### src/rtl/operand_fetch_sequencer.sv
// Walks the PC through the operand or MVN/MVP bank bytes after an opcode. It then hands the packed
// operand, the advanced PC and the follow-on controller state to the execute side.
package cpu_pkg;
  typedef enum logic [4:0] {
    S_FETCH_OPCODE,
    S_FETCH_OPRAND_L,
    S_FETCH_BANK_1,
    S_ADDR_CALC,
    S_MOVE_READ,
    S_PUSH_H,
    S_PUSH_L,
    S_EXECUTE,
    S_WRITE_BACK
  } state_type;
endpackage

module operand_fetch_sequencer
  import cpu_pkg::*;
(
  input  logic        clk,
  input  logic        reset,
  input  logic        start,
  input  state_type   first_state,
  input  logic [1:0]  opr_len,
  input  logic [15:0] pc_in,
  input  logic [7:0]  pb_in,
  output logic        bus_req,
  output logic [23:0] bus_addr,
  input  logic [7:0]  bus_rdata,
  input  logic        bus_ack,
  output logic        busy,
  output logic        done,
  output logic [23:0] operand,
  output logic [7:0]  dst_bank,
  output logic [7:0]  src_bank,
  output logic [15:0] pc_out,
  output state_type   next_state
);

  typedef enum logic [2:0] {
    IDLE,
    FETCH_L,
    FETCH_H,
    FETCH_B,
    BANK_1,
    BANK_2,
    DONE
  } seq_state_t;

  seq_state_t  state_reg;
  logic [15:0] pc_reg;
  logic [7:0]  pb_reg;
  logic [1:0]  len_reg;
  logic [15:0] pc_inc;
  logic        last_byte;

  // PB is deliberately left out of the increment: operand fetch wraps inside the bank.
  assign pc_inc = pc_reg + 16'd1;

  always_comb begin
    last_byte = 1'b0;
    case (state_reg)
      FETCH_L: last_byte = (len_reg < 2'd2);
      FETCH_H: last_byte = (len_reg != 2'd3);
      FETCH_B: last_byte = 1'b1;
      BANK_2:  last_byte = 1'b1;
      default: last_byte = 1'b0;
    endcase
  end

  always_ff @(posedge clk) begin
    if (reset) begin
      state_reg  <= IDLE;
      pc_reg     <= 16'd0;
      pb_reg     <= 8'd0;
      len_reg    <= 2'd1;
      bus_req    <= 1'b0;
      bus_addr   <= 24'd0;
      busy       <= 1'b0;
      done       <= 1'b0;
      operand    <= 24'd0;
      dst_bank   <= 8'd0;
      src_bank   <= 8'd0;
      pc_out     <= 16'd0;
      next_state <= S_FETCH_OPCODE;
    end else begin
      done <= 1'b0;
      case (state_reg)
        IDLE: begin
          if (start) begin
            pc_reg  <= pc_in;
            pb_reg  <= pb_in;
            len_reg <= (opr_len == 2'd0) ? 2'd1 : opr_len;
            busy    <= 1'b1;
            if (first_state == S_FETCH_OPRAND_L || first_state == S_FETCH_BANK_1) begin
              state_reg <= (first_state == S_FETCH_OPRAND_L) ? FETCH_L : BANK_1;
              if (first_state == S_FETCH_OPRAND_L) begin
                operand <= 24'd0;
              end
              bus_req  <= 1'b1;
              bus_addr <= {pb_in, pc_in};
            end else begin
              state_reg  <= DONE;
              done       <= 1'b1;
              pc_out     <= pc_in;
              next_state <= first_state;
            end
          end
        end

        FETCH_L, FETCH_H, FETCH_B, BANK_1, BANK_2: begin
          if (bus_ack) begin
            pc_reg   <= pc_inc;
            bus_addr <= {pb_reg, pc_inc};
            case (state_reg)
              FETCH_L: operand[7:0]   <= bus_rdata;
              FETCH_H: operand[15:8]  <= bus_rdata;
              FETCH_B: operand[23:16] <= bus_rdata;
              BANK_1:  dst_bank       <= bus_rdata;
              default: src_bank       <= bus_rdata;
            endcase
            if (last_byte) begin
              state_reg  <= DONE;
              bus_req    <= 1'b0;
              done       <= 1'b1;
              pc_out     <= pc_inc;
              next_state <= (state_reg == BANK_2) ? S_MOVE_READ : S_ADDR_CALC;
            end else begin
              case (state_reg)
                FETCH_L: state_reg <= FETCH_H;
                FETCH_H: state_reg <= FETCH_B;
                default: state_reg <= BANK_2;
              endcase
            end
          end
        end

        DONE: begin
          state_reg <= IDLE;
          busy      <= 1'b0;
        end

        default: begin
          state_reg <= IDLE;
          bus_req   <= 1'b0;
          busy      <= 1'b0;
        end
      endcase
    end
  end

endmodule

### config.mk
export PLATFORM = sky130hd
export DESIGN_NAME = operand_fetch_sequencer
export DESIGN_NICKNAME = d
export VERILOG_FILES = /design/src/rtl/operand_fetch_sequencer.sv
export SDC_FILE = /design/constraint.sdc
export NUM_CORES = 1
export LEC_CHECK = 0
export ABC_CLOCK_PERIOD_IN_PS = 2700
export BUFFER_PORTS_ARGS = -buffer_cell sky130_fd_sc_hd__buf_4
export CAP_MARGIN = 20
export CORE_UTILIZATION = 45
export DETAILED_ROUTE_END_ITERATION = 8
export GPL_TIMING_DRIVEN = 0
export PLACE_DENSITY = 0.7
export SYNTH_ARGS = -nofsm -noshare
export SYNTH_HDL_FRONTEND = slang
export SYNTH_SLANG_ARGS = --single-unit
export TNS_END_PERCENT = 50
### constraint.sdc
create_clock -name clk -period 2.7 [get_ports clk]
set_input_delay 0.135 -clock clk [delete_from_list [all_inputs] [get_ports clk]]
set_output_delay 0.135 -clock clk [all_outputs]
set_load 0.005 [all_outputs]
==> summary.md <==
| Metric | Value |
|---|---|
| Share of power burned in registers | `0.299` |
| CTS sink cnt | `117` |
| Post-route non-filler standard cell count | `934` |
| CTS Buf Count | `17` |
| Largest net degree at the start of global routing | `17` |
| DR vias | `5,273` |
| Simple-gate share of the synthesized area | `0.221` |
| Compound-Gate Fraction of Synth Area | `0.192` |
| Antenna-violating nets left | `0` |
| Post-synth cell types | `52` |
| Max FO, Critical Path | `10` |
| HP Class | `input pin to register` |
| Worst Max-Slew Pin Slew | `0.905 ns` |
| LEAKAGE | `2.81 nW` |
| HPWL Detailed | `11.5 mm` |
| Internal power | `0.00507 W` |
| P_sw | `0.00346 W` |
| DIE WIDTH | `108 um` |
| Clk pwr share | `0.252` |
| Gpl congestion | `0.911` |
| Main combinational cell family by area after synthesis | `simple AND/OR/NAND/NOR gates` |
| Initial antenna violation count | `0` |
| Worst-Skew Late Latency | `0.41 ns` |
| Length of the first detailed-routing pass in iterations | `6` |
| Synth Register Bits | `117` |
| GRT Residual Overflow | `0` |
| Largest registers | `bus_addr (24), operand (24)` |
| Hold Fails Final Rpt | `0` |
| Worst Skew | `0.00789 ns` |
| Outcome | `completed` |
| Synth warnings | `0` |
| Share of cells above drive strength 1 | `0.224` |
| Die area | `11,800 um^2` |
| Synth top area share | `0.459` |
| Row count | `38` |
| Core area | `10,900 um^2` |
| Root buf cell | `clkbuf_16` |
| Fin nets | `826` |
| Worst vdd ir | `0.000483 V` |
| Max-cap violations | `0` |
| Sw Ratio | `0.405` |
| Final period util | `0.939` |
| Finish-stage setup viols | `0` |
| Fin Hold WS | `0.00811 ns` |
| Vert. Die Dim | `108 um` |
| # IOs | `131` |
| RSZ-0062 raised after global routing | `true` |
| Syn-to-layout area delta | `37.3%` |
| Synth Area in Adders | `0.00442` |
| Post-CTS setup buffer count | `0` |
| Netlist Area Pre-Place | `5100 um^2` |
| Total power | `0.00853 W` |
| CP Class | `register to register` |
| CP startpoint kind | `register` |
| Synth Flop Type | `dfxtp_1` |
| Portion of netlist area occupied by mux cells | `0.0766` |
| Power density cells | `1220 nW/um^2` |
| Vias in the first global route | `4,909` |
| Synth async-reset ratio | `0` |
| Avg WL per Cell | `17.1 um` |
| H-tree levels | `4` |
| Critical Path RT | `3.01 ns` |
| Avg Inst Size Synth | `8.26 um^2` |
| EDFF count, synth | `0` |
| Sequential element share of the synthesized area | `0.459` |
| DP Cell Count | `885` |
| Arr. time, crit path | `2.84 ns` |
| Rel. slew slack | `0.396` |
| Crit. End Element | `register` |
| # DRC | `0` |
| Sum Neg Setup Slack | `0 ns` |
| Via density per instance | `5.65` |
| Antenna diodes | `0` |
| TritonCTS clock tree | `built` |
| Cell accounting for the most synthesized area | `dfxtp_1` |
| Initial core utilization | `0.466` |
| Total Wirelength | `16.0 mm` |
| Synth Area in XOR/XNOR | `0.00687` |
| First-pass GRT wire length | `24.8 mm` |
| Mapped Cells | `617` |
| PortBufs | `128` |
| Logic pwr share | `0.449` |
| CTS clk-pin slew, worst paths | `0.05 ns` |
| Area contributors post-synth | `dfxtp_1 46%, nand2_1 8.8%, mux2i_1 7.7%, a21oi_1 6.7%, nor2_1 5.0%` |
| Max Buffers Root-to-Sink | `2` |
| Fmax | `395 MHz` |
| Final Critical Period | `2.53 ns` |
| Syn nets | `661` |
| GRT Overall Usage | `0.278` |
| Slew Viols, Final | `0` |
| 1st-iter DRT viols | `483` |
-- power groups by stage --
stage / registers, W / clock network, W / logic [W]
after floorplan: 0.00252 / 0 / 0.00238
final: 0.00255 / 0.00215 / 0.00383
after global routing: 0.00261 / 0.00225 / 0.00419
after CTS: 0.00254 / 0.00217 / 0.00375
after detailed placement: 0.00257 / 0 / 0.00370
after global placement: 0.00255 / 0 / 0.00361
-- area by class of cell --
cell class / count / area [um^2]
clock inverter: 8 / 73.8
clock buffer: 23 / 498
inverter: 6 / 22.5
timing repair buffer: 146 / 1140
sequential: 117 / 2340
fill: 932 / 3940
buffer: 44 / 185
multi-input combinational: 450 / 2560
tap: 140 / 175
-- stage by stage --
stage | instance area, um^2 | utilization | setup WS (ns)
floorplan | 5100 | - | 0.622
global placement | 6230 | 0.570 | 0.118
detailed placement | 6230 | 0.570 | 0.0614
CTS | 6990 | 0.639 | 0.0516
global route | 7000 | 0.640 | -0.0314
finish | 7000 | 0.640 | 0.166
-- worst paths after layout --
check / start / to / slack, ns / cells after the start
max: state_reg[1] / bus_addr[22] / 0.17 / 7
min: opr_len[1] / len_reg[1] / 0.008 / 3
max reg2reg: state_reg[1] / bus_addr[22] / 0.17 / 7
min reg2reg: bus_addr[6] / bus_addr[6] / 0.45 / 2
-- cell usage in the layout, fill, tap and decap left out, types with 4 or more instances in the layout --
cell type / n
o21ai_0: 17
nand4_1: 6
a21o_1: 9
nor3_1: 7
inv_1: 5
nor2_1: 68
clkbuf_1: 36
mux2i_1: 39
nor4_1: 4
clkinv_2: 4
clkbuf_8: 5
buf_4: 128
a311oi_1: 10
or3_1: 5
and3_1: 13
nand3_1: 11
dlygate4sd3_1: 18
a32oi_1: 7
nor2b_1: 5
clkbuf_16: 17
a31oi_1: 6
o211ai_1: 14
a21oi_1: 68
nand2_1: 119
dfxtp_1: 117
-- cells by family (layout without fill, tap and decap cells) --
logic type / count (synthesis) / count (layout)
AO/OA/AOI/OAI: 151 / 151
XOR/XNOR: 4 / 4
flip-flops: 117 / 117
AND/OR/NAND/NOR: 254 / 254
buffers and inverters: 50 / 227
multiplexers: 39 / 39
adder cells (fa/ha/maj): 2 / 2
-- cells in the mapped netlist, types with 3 or more instances --
cell type    n
o211ai_1    14
inv_1        5
nand3_1     11
mux2i_1     39
nor3_2       3
o21ai_0     17
dfxtp_1    117
or3_1        5
a31oi_1      6
buf_1        3
nor2b_1      5
nand4_1      6
a32oi_1      7
nor4_1       4
clkbuf_1    36
buf_2        3
and3_1      13
nand2_1    119
a21o_1       9
o31ai_1      3
nor2_1      68
a21oi_1     68
a311oi_1    10
or2_2        3
nor3_1       7
or4_1        3
-- metal layers --
| metal | GRT usage | part of all wire | vias to the layer above |
|---|---|---|---|
| met5 | 0 | 0 | - |
| met4 | 0.120 | 0.018 | 0 |
| met3 | 0.0639 | 0.077 | 29 |
| met2 | 0.436 | 0.46 | 241 |
| met1 | 0.365 | 0.44 | 2502 |
| li1 | - | - | 2501 |
-- critical path: stages (launching register included) --
cell      delay [ns]
dfxtp_1         0.29
clkbuf_1        0.20
and2_0          0.29
nor2_1          0.26
clkbuf_1        0.45
clkbuf_1        0.53
nand2_1         0.12
a311oi_1        0.29
-- repair_timing --
item,CTS,global route
resized for setup,0,4
hold buffers,18,0
endpoints found under the hold margin,21,0
setup endpoints to repair,0,19
No activity file was read; power rests on OpenSTA's default activity.
